[src/rtl/uart_param_transceiver_pkg.sv]
// Shared parity constants, Tx/Rx FSM encodings and the frame-length helper.
package uart_param_transceiver_pkg;

    localparam int unsigned PARITY_NONE = 0;
    localparam int unsigned PARITY_EVEN = 1;
    localparam int unsigned PARITY_ODD  = 2;

    typedef enum logic [2:0] {TxIdle, TxStart, TxData, TxParity, TxStop} tx_state_e;
    typedef enum logic [2:0] {RxIdle, RxStart, RxData, RxParity, RxStop} rx_state_e;

    function automatic int unsigned frame_bits(int unsigned dw, int unsigned par,
                                               int unsigned sb);
        return 1 + dw + ((par != PARITY_NONE) ? 1 : 0) + sb;
    endfunction

endpackage

[src/rtl/uart_param_transceiver_if.sv]
// Host-side handshake and serial-pin bundle for uart_param_transceiver.
interface uart_param_transceiver_if #(
    parameter int unsigned DATA_WIDTH = 8
);
    logic                  enable;
    logic [DATA_WIDTH-1:0] i_data;
    logic                  o_busy;
    logic                  serial_out;
    logic                  serial_in;
    logic [DATA_WIDTH-1:0] received_data;
    logic                  data_is_valid;
    logic                  parity_error;
    logic                  framing_error;

    modport master (
        output enable, i_data, serial_in,
        input  o_busy, serial_out, received_data, data_is_valid, parity_error, framing_error
    );

    modport slave (
        input  enable, i_data, serial_in,
        output o_busy, serial_out, received_data, data_is_valid, parity_error, framing_error
    );
endinterface

[src/rtl/uart_param_transceiver_bit_timer.sv]
// Per-direction bit-period down-counter; tick is high while the count sits at zero.
module uart_param_transceiver_bit_timer #(
    parameter int unsigned CLOCKS_PER_BIT = 8
) (
    input  logic clk,
    input  logic reset,
    input  logic load,
    input  logic half,
    output logic tick
);
    localparam int unsigned CntW = $clog2(CLOCKS_PER_BIT);
    localparam logic [CntW-1:0] FullLoad = CntW'(CLOCKS_PER_BIT - 1);
    localparam logic [CntW-1:0] HalfLoad = CntW'(CLOCKS_PER_BIT / 2 - 1);

    logic [CntW-1:0] cnt_q, cnt_d;

    always_comb begin
        cnt_d = cnt_q;
        if (load) begin
            cnt_d = half ? HalfLoad : FullLoad;
        end else if (cnt_q != '0) begin
            cnt_d = cnt_q - 1'b1;
        end
    end

    always_ff @(posedge clk) begin
        if (reset) begin
            cnt_q <= '0;
        end else begin
            cnt_q <= cnt_d;
        end
    end

    assign tick = (cnt_q == '0);
endmodule

[src/rtl/uart_param_transceiver.sv]
// Full-duplex parametrised UART with independent Tx and Rx FSMs on one clock.
// Define UART_LOOPBACK_EN to feed the registered serial_out into the Rx synchronizer.
module uart_param_transceiver
    import uart_param_transceiver_pkg::*;
#(
    parameter int unsigned DATA_WIDTH     = 8,
    parameter int unsigned PARITY_TYPE    = 1,
    parameter int unsigned STOP_BITS      = 1,
    parameter int unsigned CLOCKS_PER_BIT = 8
) (
    input logic clk,
    input logic reset,
    uart_param_transceiver_if.slave bus
);
    localparam int unsigned FrameBits = frame_bits(DATA_WIDTH, PARITY_TYPE, STOP_BITS);
    localparam int unsigned BitCntW   = $clog2(FrameBits);
    // Bit counters hold the frame index of the bit currently on the line.
    localparam logic [BitCntW-1:0] LastDataIdx = BitCntW'(DATA_WIDTH);
    localparam logic [BitCntW-1:0] LastIdx     = BitCntW'(FrameBits - 1);
    localparam logic HasParity = (PARITY_TYPE == PARITY_EVEN) || (PARITY_TYPE == PARITY_ODD);
    localparam logic ParOdd    = (PARITY_TYPE == PARITY_ODD);

    tx_state_e             tx_state_q, tx_state_d;
    logic [BitCntW-1:0]    tx_cnt_q, tx_cnt_d;
    logic [DATA_WIDTH-1:0] tx_shift_q, tx_shift_d;
    logic                  tx_par_q, tx_par_d;
    logic                  serial_out_q, serial_out_d;
    logic                  tx_load, tx_tick;

    rx_state_e             rx_state_q, rx_state_d;
    logic [BitCntW-1:0]    rx_cnt_q, rx_cnt_d;
    logic [DATA_WIDTH-1:0] rx_shift_q, rx_shift_d;
    logic [DATA_WIDTH-1:0] rx_data_q, rx_data_d;
    logic                  rx_par_q, rx_par_d;
    logic                  valid_q, valid_d, perr_q, perr_d, ferr_q, ferr_d;
    logic                  sync1_q, sync2_q, rx_prev_q;
    logic                  rx_line, rx_par_bad, rx_load, rx_half, rx_tick;

    uart_param_transceiver_bit_timer #(.CLOCKS_PER_BIT(CLOCKS_PER_BIT)) u_tx_timer (
        .clk(clk), .reset(reset), .load(tx_load), .half(1'b0), .tick(tx_tick)
    );

    uart_param_transceiver_bit_timer #(.CLOCKS_PER_BIT(CLOCKS_PER_BIT)) u_rx_timer (
        .clk(clk), .reset(reset), .load(rx_load), .half(rx_half), .tick(rx_tick)
    );

    always_comb begin
        tx_state_d   = tx_state_q;
        tx_cnt_d     = tx_cnt_q;
        tx_shift_d   = tx_shift_q;
        tx_par_d     = tx_par_q;
        serial_out_d = serial_out_q;
        tx_load      = 1'b0;
        case (tx_state_q)
            TxIdle: begin
                if (bus.enable) begin
                    tx_shift_d   = bus.i_data;
                    tx_par_d     = (^bus.i_data) ^ ParOdd;
                    serial_out_d = 1'b0;
                    tx_load      = 1'b1;
                    tx_state_d   = TxStart;
                end
            end
            TxStart, TxData: begin
                if (tx_tick) begin
                    tx_load  = 1'b1;
                    tx_cnt_d = tx_cnt_q + 1'b1;
                    if (tx_cnt_q == LastDataIdx) begin
                        serial_out_d = HasParity ? tx_par_q : 1'b1;
                        tx_state_d   = HasParity ? TxParity : TxStop;
                    end else begin
                        serial_out_d = tx_shift_q[0];
                        tx_shift_d   = tx_shift_q >> 1;
                        tx_state_d   = TxData;
                    end
                end
            end
            TxParity: begin
                if (tx_tick) begin
                    tx_load      = 1'b1;
                    tx_cnt_d     = tx_cnt_q + 1'b1;
                    serial_out_d = 1'b1;
                    tx_state_d   = TxStop;
                end
            end
            TxStop: begin
                if (tx_tick) begin
                    if (tx_cnt_q == LastIdx) begin
                        tx_cnt_d   = '0;
                        tx_state_d = TxIdle;
                    end else begin
                        tx_load  = 1'b1;
                        tx_cnt_d = tx_cnt_q + 1'b1;
                    end
                end
            end
            default: tx_state_d = TxIdle;
        endcase
    end

`ifdef UART_LOOPBACK_EN
    assign rx_line = serial_out_q;
`else
    assign rx_line = bus.serial_in;
`endif

    assign rx_par_bad = HasParity && (rx_par_q != ((^rx_shift_q) ^ ParOdd));

    always_comb begin
        rx_state_d = rx_state_q;
        rx_cnt_d   = rx_cnt_q;
        rx_shift_d = rx_shift_q;
        rx_data_d  = rx_data_q;
        rx_par_d   = rx_par_q;
        valid_d    = 1'b0;
        perr_d     = 1'b0;
        ferr_d     = 1'b0;
        rx_load    = 1'b0;
        rx_half    = 1'b0;
        case (rx_state_q)
            RxIdle: begin
                if (rx_prev_q && !sync2_q) begin
                    rx_load    = 1'b1;
                    rx_half    = 1'b1;
                    rx_state_d = RxStart;
                end
            end
            RxStart: begin
                if (rx_tick) begin
                    if (sync2_q) begin
                        rx_state_d = RxIdle;
                    end else begin
                        rx_load    = 1'b1;
                        rx_cnt_d   = rx_cnt_q + 1'b1;
                        rx_state_d = RxData;
                    end
                end
            end
            RxData: begin
                if (rx_tick) begin
                    rx_load    = 1'b1;
                    rx_cnt_d   = rx_cnt_q + 1'b1;
                    rx_shift_d = {sync2_q, rx_shift_q[DATA_WIDTH-1:1]};
                    if (rx_cnt_q == LastDataIdx) begin
                        rx_state_d = HasParity ? RxParity : RxStop;
                    end
                end
            end
            RxParity: begin
                if (rx_tick) begin
                    rx_load    = 1'b1;
                    rx_cnt_d   = rx_cnt_q + 1'b1;
                    rx_par_d   = sync2_q;
                    rx_state_d = RxStop;
                end
            end
            RxStop: begin
                // Only the first stop bit is checked; Rx re-arms right after it.
                if (rx_tick) begin
                    rx_cnt_d   = '0;
                    rx_state_d = RxIdle;
                    perr_d     = rx_par_bad;
                    ferr_d     = !sync2_q;
                    valid_d    = sync2_q && !rx_par_bad;
                    if (sync2_q && !rx_par_bad) begin
                        rx_data_d = rx_shift_q;
                    end
                end
            end
            default: rx_state_d = RxIdle;
        endcase
    end

    always_ff @(posedge clk) begin
        if (reset) begin
            tx_state_q   <= TxIdle;
            tx_cnt_q     <= '0;
            tx_shift_q   <= '0;
            tx_par_q     <= 1'b0;
            serial_out_q <= 1'b1;
            rx_state_q   <= RxIdle;
            rx_cnt_q     <= '0;
            rx_shift_q   <= '0;
            rx_data_q    <= '0;
            rx_par_q     <= 1'b0;
            valid_q      <= 1'b0;
            perr_q       <= 1'b0;
            ferr_q       <= 1'b0;
            sync1_q      <= 1'b1;
            sync2_q      <= 1'b1;
            rx_prev_q    <= 1'b1;
        end else begin
            tx_state_q   <= tx_state_d;
            tx_cnt_q     <= tx_cnt_d;
            tx_shift_q   <= tx_shift_d;
            tx_par_q     <= tx_par_d;
            serial_out_q <= serial_out_d;
            rx_state_q   <= rx_state_d;
            rx_cnt_q     <= rx_cnt_d;
            rx_shift_q   <= rx_shift_d;
            rx_data_q    <= rx_data_d;
            rx_par_q     <= rx_par_d;
            valid_q      <= valid_d;
            perr_q       <= perr_d;
            ferr_q       <= ferr_d;
            sync1_q      <= rx_line;
            sync2_q      <= sync1_q;
            rx_prev_q    <= sync2_q;
        end
    end

    assign bus.o_busy        = (tx_state_q != TxIdle);
    assign bus.serial_out    = serial_out_q;
    assign bus.received_data = rx_data_q;
    assign bus.data_is_valid = valid_q;
    assign bus.parity_error  = perr_q;
    assign bus.framing_error = ferr_q;
endmodule

[src/flat_wrapper.sv]
// flat-port wrapper written by rule: the top's interface ports become plain ports
module uart_param_transceiver_flat import uart_param_transceiver_pkg::*;
#(
    parameter int unsigned DATA_WIDTH     = 8,
    parameter int unsigned PARITY_TYPE    = 1,
    parameter int unsigned STOP_BITS      = 1,
    parameter int unsigned CLOCKS_PER_BIT = 8
)
  (clk, reset, bus_enable, bus_i_data, bus_serial_in, bus_o_busy, bus_serial_out, bus_received_data, bus_data_is_valid, bus_parity_error, bus_framing_error);
  uart_param_transceiver_if #(.DATA_WIDTH(DATA_WIDTH)) bus_i ();
  input logic clk;
  input logic reset;
  input wire logic [$bits(bus_i.enable)-1:0] bus_enable;
  input wire logic [$bits(bus_i.i_data)-1:0] bus_i_data;
  input wire logic [$bits(bus_i.serial_in)-1:0] bus_serial_in;
  output wire logic [$bits(bus_i.o_busy)-1:0] bus_o_busy;
  output wire logic [$bits(bus_i.serial_out)-1:0] bus_serial_out;
  output wire logic [$bits(bus_i.received_data)-1:0] bus_received_data;
  output wire logic [$bits(bus_i.data_is_valid)-1:0] bus_data_is_valid;
  output wire logic [$bits(bus_i.parity_error)-1:0] bus_parity_error;
  output wire logic [$bits(bus_i.framing_error)-1:0] bus_framing_error;
  assign bus_i.enable = bus_enable;
  assign bus_i.i_data = bus_i_data;
  assign bus_i.serial_in = bus_serial_in;
  assign bus_o_busy = bus_i.o_busy;
  assign bus_serial_out = bus_i.serial_out;
  assign bus_received_data = bus_i.received_data;
  assign bus_data_is_valid = bus_i.data_is_valid;
  assign bus_parity_error = bus_i.parity_error;
  assign bus_framing_error = bus_i.framing_error;
  uart_param_transceiver #(.DATA_WIDTH(DATA_WIDTH), .PARITY_TYPE(PARITY_TYPE), .STOP_BITS(STOP_BITS), .CLOCKS_PER_BIT(CLOCKS_PER_BIT)) u_core (.clk(clk), .reset(reset), .bus(bus_i));
endmodule
[config.mk]
export PLATFORM = sky130hd
export DESIGN_NAME = uart_param_transceiver_flat
export DESIGN_NICKNAME = d
export VERILOG_FILES = /design/src/rtl/uart_param_transceiver_pkg.sv /design/src/rtl/uart_param_transceiver_if.sv /design/src/rtl/uart_param_transceiver_bit_timer.sv /design/src/rtl/uart_param_transceiver.sv /design/src/flat_wrapper.sv
export SDC_FILE = /design/constraint.sdc
export NUM_CORES = 1
export LEC_CHECK = 0
export BUFFER_PORTS_ARGS = -buffer_cell sky130_fd_sc_hd__buf_2
export CAP_MARGIN = 25
export CORE_ASPECT_RATIO = 1.4
export CORE_MARGIN = 1
export CORE_UTILIZATION = 46
export CTS_BUF_LIST = sky130_fd_sc_hd__clkbuf_8 sky130_fd_sc_hd__clkbuf_16
export CTS_CLUSTER_SIZE = 10
export DETAILED_ROUTE_END_ITERATION = 16
export SYNTH_ARGS = -nofsm -noshare
export SYNTH_HDL_FRONTEND = slang
export SYNTH_HIERARCHICAL = 1
export SYNTH_SLANG_ARGS = --single-unit
[constraint.sdc]
create_clock -name clk -period 4.2 [get_ports clk]
set_input_delay 0.42 -clock clk [delete_from_list [all_inputs] [get_ports clk]]
set_output_delay 0.42 -clock clk [all_outputs]
set_load 0.05 [all_outputs]
Word level (Yosys, flattened, before mapping)
Cells that the tools add are included.

Bits in registers: 53. Input port bits: 12. Output and inout port bits: 13. Word-level logic and storage cells: 133.

Add/subtract/negate cells: 4. Eq/ne operators: 27. Muxes and demuxes: 49. Bitwise logic cells: 2. Reduce and logical (&&, ||, !) cells: 33.

Operator list (number): 3-bit 2-to-1 mux (16); 4-bit 2-to-1 mux (7); 8-bit 2-to-1 mux (3); 2-bit by 1-bit != test with 1-bit output (second input constant) (12); 8-bit one-hot mux with 2 select lines (1); 8-bit parity (2); 3-bit one-hot mux with 5 select lines (1); 3-bit nonzero test (5); 1-bit 2-to-1 mux (14); 3-bit by 2-bit equality test with 1-bit output (second input constant) (4); 4-bit equality test (second input constant) (3); 3-bit zero test (4); 3-bit one-hot mux with 4 select lines (1); 4-bit one-hot mux with 3 select lines (1); 5-bit AND reduction (2); 1-bit one-hot mux with 3 select lines (3); 4-bit by 1-bit adder with 4-bit output (second input constant) (2); 4-bit one-hot mux with 2 select lines (1); 4-bit AND reduction (2); 2-bit nonzero test (4); 3-bit by 1-bit equality test with 1-bit output (second input constant) (2); 3-bit equality test (second input constant) (2); 2-bit != test (second input constant) (3); 2-bit AND reduction (3); other kinds (10) (17).

Depth between registers and ports, before layout
Gate-level depths: netlist of the first run.

Depth in word-level cells: 6. Gate-level depth with buffers: 11. Gate-level depth less buffers: 10.

Hierarchy
The synthesis of the first run kept the hierarchy.

Modules (own cells, without submodules): uart_param_transceiver (times used 1, cells an instance 248, area each 2297.2 um2, sequential area each 940.9 um2); uart_param_transceiver_bit_timer (times used 2, cells an instance 19, area each 181.4 um2, sequential area each 60.1 um2).

Worst setup path before layout of the first run
Ideal clock, no wire load.

Path type: register to register. Start: register u_core.u_rx_timer.cnt_q[0]. End: register u_core.rx_data_q[0], in the netlist u_core/bus.received_data[0]. Library setup time: 0.124 ns. Arrival time: 1.835 ns. Required time: 4.076 ns. Path slack: 2.241 ns. Cell stages (with the launch flop): 10. Buffers on the path: 0. Clock period less this slack: 1.959 ns. Path through: dfxtp_1 > inv_1 > ha_1 > nand2b_4 > inv_1 > nor4bb_1 > nand3b_1 > mux2i_4 > mux2i_1 > nor2_1.

Cells in the longest elaborated chain, start to end: 2.

RTL lines: start: declaration (RTL line uart_param_transceiver_bit_timer.sv:15) `logic [CntW-1:0] cnt_q, cnt_d;`; start signal: assignment (RTL line uart_param_transceiver_bit_timer.sv:30) `cnt_q <= cnt_d;`; 3-bit zero test (RTL line uart_param_transceiver_bit_timer.sv:34) `assign tick = (cnt_q == '0);`; named net u_core.rx_tick (RTL line uart_param_transceiver.sv:37) `logic rx_line, rx_par_bad, rx_load, rx_half, rx_tick;`; 3-bit AND reduction (no line); end signal: assignment (RTL line uart_param_transceiver.sv:201) `rx_data_q <= rx_data_d;`; end: declaration (RTL line uart_param_transceiver.sv:33) `logic [DATA_WIDTH-1:0] rx_data_q, rx_data_d;`.

The timed path passes the listed nets, and every way through them passes these cells. A chain may end at the register's enable or synchronous reset.

Worst setup path after layout of the first run
Start: register u_core.u_rx_timer.cnt_q[0]. End: register u_core.rx_data_q[1], in the netlist u_core/bus.received_data[1].

Same word-level chain as after synthesis.

==> results.py, run 1 <==
metrics = {
    "timing": {
        "min_period_ns": 2.453,
        "fmax_mhz": 407.7,
        "finalClockSkew_ns": 0.006169,
        "slew_violations": 0,
        "rsz0062_at_grt": "false",
        "finalHoldViolations": 0,
        "min_period_over_period_pct": 58.40,
        "fin_setup_tns_ns": 0,
        "max_slew_margin_pct": 41.26,
        "tightestPinTransition_ns": 0.8795,
        "setup_viol": 0,
    },
    "clocking": {
        "clkTransAtPathRegs_ns": 0.10,
        "clockRootBuffer": "clkbuf_8",
        "cts_buffers": 5,
        "clk_latency_ns": 0.30,
        "cts_resized": 0,
        "cts-hold-fix-buffers": 0,
        "cts_sinks": 53,
        "post_cts_buffers": 0,
        "tritoncts": "built",
        "htree_levels": 2,
        "clk_path_buf_depth": 2,
    },
    "place": {
        "gp_congestion": 0.7347,
        "dp_cells": 364,
        "port_buffers": 24,
        "hpwl_microns": 3110,
    },
    "cells_and_area": {
        "seqCellArea_sq_um": 1061,
        "multi_input_area_sq_um": 1459,
        "final_cell_count_no_fill": 372,
        "fillers": 543,
        "nNetsFinal": 324,
        "drive_gt1_share_pct": 15.13,
        "antenna_cells": 0,
        "areaGrowthSynthToFinish_pct": 8.655,
        "final_core_util_pct": 52.31,
    },
    "synth": {
        "yosysUniqueCellTypes": 49,
        "synth_cells": 286,
        "synth.area.top_cells": "dfxtp_1 40%, mux2i_1 10%, nor2_1 6.3%",
        "yosys_warnings": 6,
        "ys_seq_elements": 53,
        "yosysTopAreaCell": "dfxtp_1",
        "synthArstFlopShare_pct": 0,
        "syn_nets": 307,
        "synth-edff-count": 0,
        "synthesis.area_sq_um": 2660,
        "yosysSeqAreaShare_pct": 39.89,
        "syn_area_per_cell_sq_um": 9.301,
        "synth_top_area_share_pct": 39.89,
        "synth_flop_cell": "dfxtp_1",
    },
    "critical_path": {
        "crit_type": "reg2reg",
        "cp_slowest_stage_delay_ns": 0.47,
        "arrival_ns": 2.61,
        "worstPathCellList": "inv_1 > ha_1 > nand2b_4 > inv_1 > nor4bb_1 > nand3b_1 > mux2i_4 > mux2i_1 > nor2_1",
        "critPathRequiredTime_ns": 4.36,
        "worstPathMaxFanout": 11,
        "startpoint_type": "flop",
        "path_common_cell": "inv_1",
        "slowest_stage": "nor4bb_1",
        "crit_path_end_kind": "flop",
    },
    "floorplan": {
        "die_h_microns": 91.98,
        "start_util_pct": 48.14,
        "die_x_microns": 66.27,
        "dieArea_sq_um": 6095,
        "core-area_sq_um": 5525,
        "pin_count": 25,
        "num_rows": 32,
    },
    "run_status": {
        "outcome": "complete, no violations",
    },
    "routing": {
        "drtIter0Drc": 64,
        "via_per_inst": 5.285,
        "wire_per_inst_microns": 12.16,
        "routed_wl_microns": 4524,
        "firstDrtPassIters": 4,
        "route.vias.total": 1966,
        "drc_errors": 0,
        "ant_nets": 0,
    },
    "global_routing": {
        "grt_max_degree": 48,
        "grt_pass1_vias": 1834,
        "antenna_found_initial": 0,
        "grt_usage_pct": 16.43,
        "overflow": 0,
        "grt_pass1_wl_microns": 7969,
    },
    "run": {
        "max_cap_viol_count": 0,
    },
    "power_and_ir_drop": {
        "power_density_nw_per_um2": 487.8,
        "ir_drop_mv": 0.3587,
        "leakagePower_uw": 0.001156,
    },
    "worst_hold_path": {
        "hp-class": "in2reg",
    },
}
[logic make-up after synthesis]
kind of cell             Yosys count  share of synthesized area [%]
XOR/XNOR                          21                          8.043
AND/OR/NAND/NOR                  101                          20.08
AO/OA/AOI/OAI                     41                          10.91
flip-flops                        53                          39.89
multiplexers                      29                          11.43
buffers and inverters             31                          5.268
other                              1                         0.1410
adder cells (fa/ha/maj)            9                          4.233
[worst max-delay path, delay by kind of cell (launching register included)]
kind                       cells  cell delay (ns)
adders and majority gates      1             0.25
buffers and inverters          2             0.29
DFF                            1             0.33
muxes                          2             0.66
and+or+nand+nor                4             0.77
[state kept, by name, indices dropped and copies added (netlist names)]
signal and flops:
u_core/rx_par_q 1, u_core/tx_par_q 1, u_core/tx_shift_q 8, u_core/bus.serial_out 1
u_core/rx_state_q 3, u_core/bus.framing_error 1, u_core/sync1_q 1, u_core/rx_prev_q 1
u_core/bus.received_data 8, u_core/rx_cnt_q 4, u_core/tx_cnt_q 4, u_core/tx_state_q 3
u_core/u_rx_timer/cnt_q 3, u_core/sync2_q 1, u_core/rx_shift_q 8, u_core/u_tx_timer/cnt_q 3
u_core/bus.data_is_valid 1, u_core/bus.parity_error 1
[metal layers]
layer  wire length [microns]  vias up  track usage, %
li1                        -     1019               -
met1                    2183      924           19.60
met2                    2202       21           28.23
met3                      94        2           3.483
met4                      44        0           6.028
met5                       0        -               0
[per-stage QoR]
step                setup slack [ns]  instance area [sq um]  hold WS (ns)  power, uW
global placement               1.761                   2789        0.3959       1108
finish                         1.747                   2890        0.3029       1410
CTS                            1.719                   2890        0.2870       1429
floorplan                      2.241                   2660        0.3895       1033
global route                   1.523                   2890        0.2945       1518
detailed placement             1.724                   2789        0.3955       1112
[cell usage in the layout (no fill, tap or decap), types with 2 or more instances in the layout]
| master | count |
|---|---|
| nand2_1 | 7 |
| o21ai_0 | 6 |
| clkbuf_8 | 7 |
| a211oi_1 | 10 |
| nand4b_1 | 2 |
| o31a_1 | 2 |
| buf_2 | 24 |
| xnor3_2 | 2 |
| xnor2_1 | 14 |
| mux2i_1 | 27 |
| nor3_1 | 4 |
| nand3_1 | 7 |
| and3_1 | 3 |
| nand3b_1 | 3 |
| a311oi_1 | 3 |
| nand2b_4 | 2 |
| nor4b_1 | 4 |
| nor2b_1 | 8 |
| a21oi_1 | 9 |
| or2_2 | 4 |
| inv_1 | 17 |
| dfxtp_1 | 53 |
| nor3b_1 | 3 |
| nor2_2 | 2 |
| xor2_1 | 5 |
| nand4_1 | 2 |
| nor2_1 | 45 |
| ha_1 | 9 |
[final cells by class]
| cell class | count | share of cell area, % |
|---|---|---|
| Tap cell | 68 | 2.944 |
| Clock buffer | 7 | 3.333 |
| Inverter | 17 | 2.208 |
| Sequential cell | 53 | 36.71 |
| Multi-Input combinational cell | 202 | 50.48 |
| Clock inverter | 1 | 0.1732 |
| Timing Repair Buffer | 24 | 4.156 |
[path summary, 6_finish.rpt]
path,start,end,slack [ns],depth (start not counted)
worst max-delay path,u_core/u_rx_timer/cnt_q[0],u_core/bus.received_data[1],1.75,9
worst min-delay path,bus_serial_in,u_core/sync1_q,0.30,2
worst max register to register,u_core/u_rx_timer/cnt_q[0],u_core/bus.received_data[1],1.75,9
worst min register to register,u_core/sync1_q,u_core/sync2_q,0.42,1
[power breakdown]
| group | internal (uW) | switching, uW | leakage [uW] |
|---|---|---|---|
| clock | 149 | 163 | 0.0000542 |
| combinational | 201 | 264 | 0.000669 |
| sequential | 571 | 60.9 | 0.000432 |
| total | 922 | 488 | 0.00116 |
[synthesized netlist by cell type (all sizes together) (2+ instances only)]
cell type  count
or2            4
nand4b         2
xnor2         14
o21ai          6
a211oi        11
o31a           2
ha             9
clkbuf         8
and3           3
nor2b          8
nor3           4
xor2           5
nand4          2
a311oi         3
nand3          7
nor3b          3
nand2b         3
nand2          7
nand3b         3
nor4b          4
nor2          47
a21oi          9
mux2i         28
buf            5
inv           17
dfxtp         53
xnor3          2
Power figures use the tool's default switching activity.
==> run 2, diff against run 1 <==
clock period = 2.3 ns   (was 4.2 ns; I/O delays follow)
==> results.py, run 2 (synthesized netlist as in run 1, its figures left out) <==
metrics = {
    "global_routing": {
        "antenna_found_initial": 0,
        "overflow": 0,
        "grt_usage_pct": 16.92,
        "grt_pass1_wl_microns": 8211,
        "grt_max_degree": 33,
        "grt_pass1_vias": 1872,
    },
    "cells_and_area": {
        "seqCellArea_sq_um": 1061,
        "final_common_cell": "dfxtp_1",
        "drive_gt1_share_pct": 17.04,
        "final_area_sq_um": 2957,
        "nNetsFinal": 331,
        "fillers": 547,
        "areaGrowthSynthToFinish_pct": 11.15,
        "multi_input_area_sq_um": 1474,
        "layout_common_cells": "53 x dfxtp_1, 45 x nor2_1, 27 x mux2i_1",
        "antenna_cells": 0,
    },
    "critical_path": {
        "slowest_stage": "dfxtp_1",
        "worst_r2r_endpoint": "u_core/tx_shift_q[7]",
        "cp_slowest_stage_delay_ns": 0.33,
        "worstPathCellList": "inv_1 > ha_1 > nand2b_4 > inv_1 > nand2_1 > and3_1 > a211oi_2 > buf_4 > mux2i_1 > nor2_1",
        "reg2reg_slack_ns": 0.30,
        "crit_buf_inv": 3,
        "startpoint_type": "flop",
        "arrival_ns": 2.18,
        "r2r_cells": 10,
        "worstPathMaxFanout": 15,
        "path_common_cell": "inv_1",
        "critPathRequiredTime_ns": 2.48,
        "crit_type": "reg2reg",
        "r2r_start": "u_core/u_tx_timer/cnt_q[0]",
        "cp_top_family": "simple AND/OR/NAND/NOR gates",
        "crit_path_end_kind": "flop",
    },
    "timing": {
        "fin_setup_tns_ns": 0,
        "worst_slack_ns": 0.2991,
        "slew_violations": 0,
        "finalHoldViolations": 0,
        "tightestPinTransition_ns": 0.5772,
        "fmax_mhz": 499.8,
        "min_period_ns": 2.001,
        "finalClockSkew_ns": 0.008822,
        "rsz0062_at_grt": "false",
        "max_slew_margin_pct": 61.52,
        "min_period_over_period_pct": 87.00,
        "setup_viol": 0,
    },
    "place": {
        "post_dp_cell_area_sq_um": 2834,
        "port_buffers": 24,
        "hpwl_microns": 3301,
        "place_ws_ns": 0.06374,
        "gp_congestion": 0.7562,
    },
    "clocking": {
        "htree_levels": 2,
        "cts_buffers": 5,
        "clk_path_buf_depth": 2,
        "clockRootBuffer": "clkbuf_8",
        "clkTransAtPathRegs_ns": 0.10,
        "tritoncts": "built",
        "clk_latency_ns": 0.30,
        "cts_sinks": 53,
    },
    "power_and_ir_drop": {
        "ir_drop_mv": 0.6041,
        "power_density_nw_per_um2": 872.1,
        "leakagePower_uw": 0.001182,
    },
    "routing": {
        "firstDrtPassIters": 4,
        "route.vias.total": 1966,
        "drc_errors": 0,
        "drtIter0Drc": 97,
        "via_per_inst": 5.187,
        "ant_nets": 0,
        "routed_wl_microns": 4622,
        "wire_per_inst_microns": 12.20,
    },
    "floorplan": {
        "start_util_pct": 48.14,
        "pin_count": 25,
        "core-area_sq_um": 5525,
        "dieArea_sq_um": 6095,
        "die_x_microns": 66.27,
        "num_rows": 32,
        "die_h_microns": 91.98,
    },
    "worst_hold_path": {
        "hp-class": "in2reg",
        "min_to": "u_core/sync1_q",
        "hold_depth": 2,
        "min_from": "bus_serial_in",
    },
    "run_status": {
        "outcome": "complete, no violations",
    },
    "run": {
        "max_cap_viol_count": 0,
    },
}
run 2: changes by cell type in the layout (fill, tap and decap cells not counted), sizes merged:
cell,change
buf,+7
clkinvlp,+2
clkbuf,-2
inv,+1
clkinv,-1
run 2: per-stage QoR:
| step | hold WS (ns) | std cells | util, % | power, uW |
|---|---|---|---|---|
| 2_1_floorplan | 0.3021 | 286 | - | 1886 |
| 3_3_place_gp | 0.3954 | 370 | 51.29 | 2069 |
| 3_5_place_dp | 0.3970 | 370 | 51.29 | 2079 |
| 4_1_cts | 0.09879 | 378 | 52.88 | 2608 |
| 5_1_grt | 0.09658 | 379 | 53.51 | 2773 |
| 6_report | 0.1132 | 379 | 53.51 | 2578 |
run 2: worst max-delay path by stage:
stage	slack, ns	depth (start not counted)	endpoint	from
final	0.30	10	u_core/tx_shift_q[7]	u_core/u_tx_timer/cnt_q[0]
after global routing	0.06	10	u_core/bus.received_data[5]	u_core/u_rx_timer/cnt_q[0]
after CTS	0.04	9	u_core/bus.received_data[6]	u_core/u_rx_timer/cnt_q[0]
after detailed placement	0.06	9	u_core/bus.received_data[0]	u_core/u_rx_timer/cnt_q[0]
after global placement	0.13	9	u_core/bus.received_data[3]	u_core/u_rx_timer/cnt_q[0]
after floorplan	0.34	9	u_core/bus.received_data[0]	u_core/u_rx_timer/cnt_q[0]
run 2: repair_timing:
item | 4_1_cts | 5_1_grt
hold buffers | 0 | 0
setup buffers | 0 | 1
resized for setup | 0 | 2
endpoints found under the setup margin | 0 | 9
run 2: final cells by class:
class / instances / share of cell area, %
sequential: 53 / 35.89
clock inverter: 3 / 0.6348
timing repair buffer: 31 / 6.263
multi-input combinational: 202 / 49.85
inverter: 17 / 2.158
clock buffer: 5 / 2.328
tap: 68 / 2.878
run 2: metal layers:
layer  vias to the layer above  global-route usage [%]  share of wire [%]
li1                       1030                       -                  -
met1                       912                   20.85                 45
met2                        20                   28.91                 51
met3                         4                   2.985                2.1
met4                         0                   5.851                1.2
met5                         -                       0                  0
run 2: power breakdown:
| part | switching (uW) | internal [uW] |
|---|---|---|
| clock network | 302 | 211 |
| registers | 114 | 1040 |
| logic | 500 | 409 |
| total | 916 | 1660 |
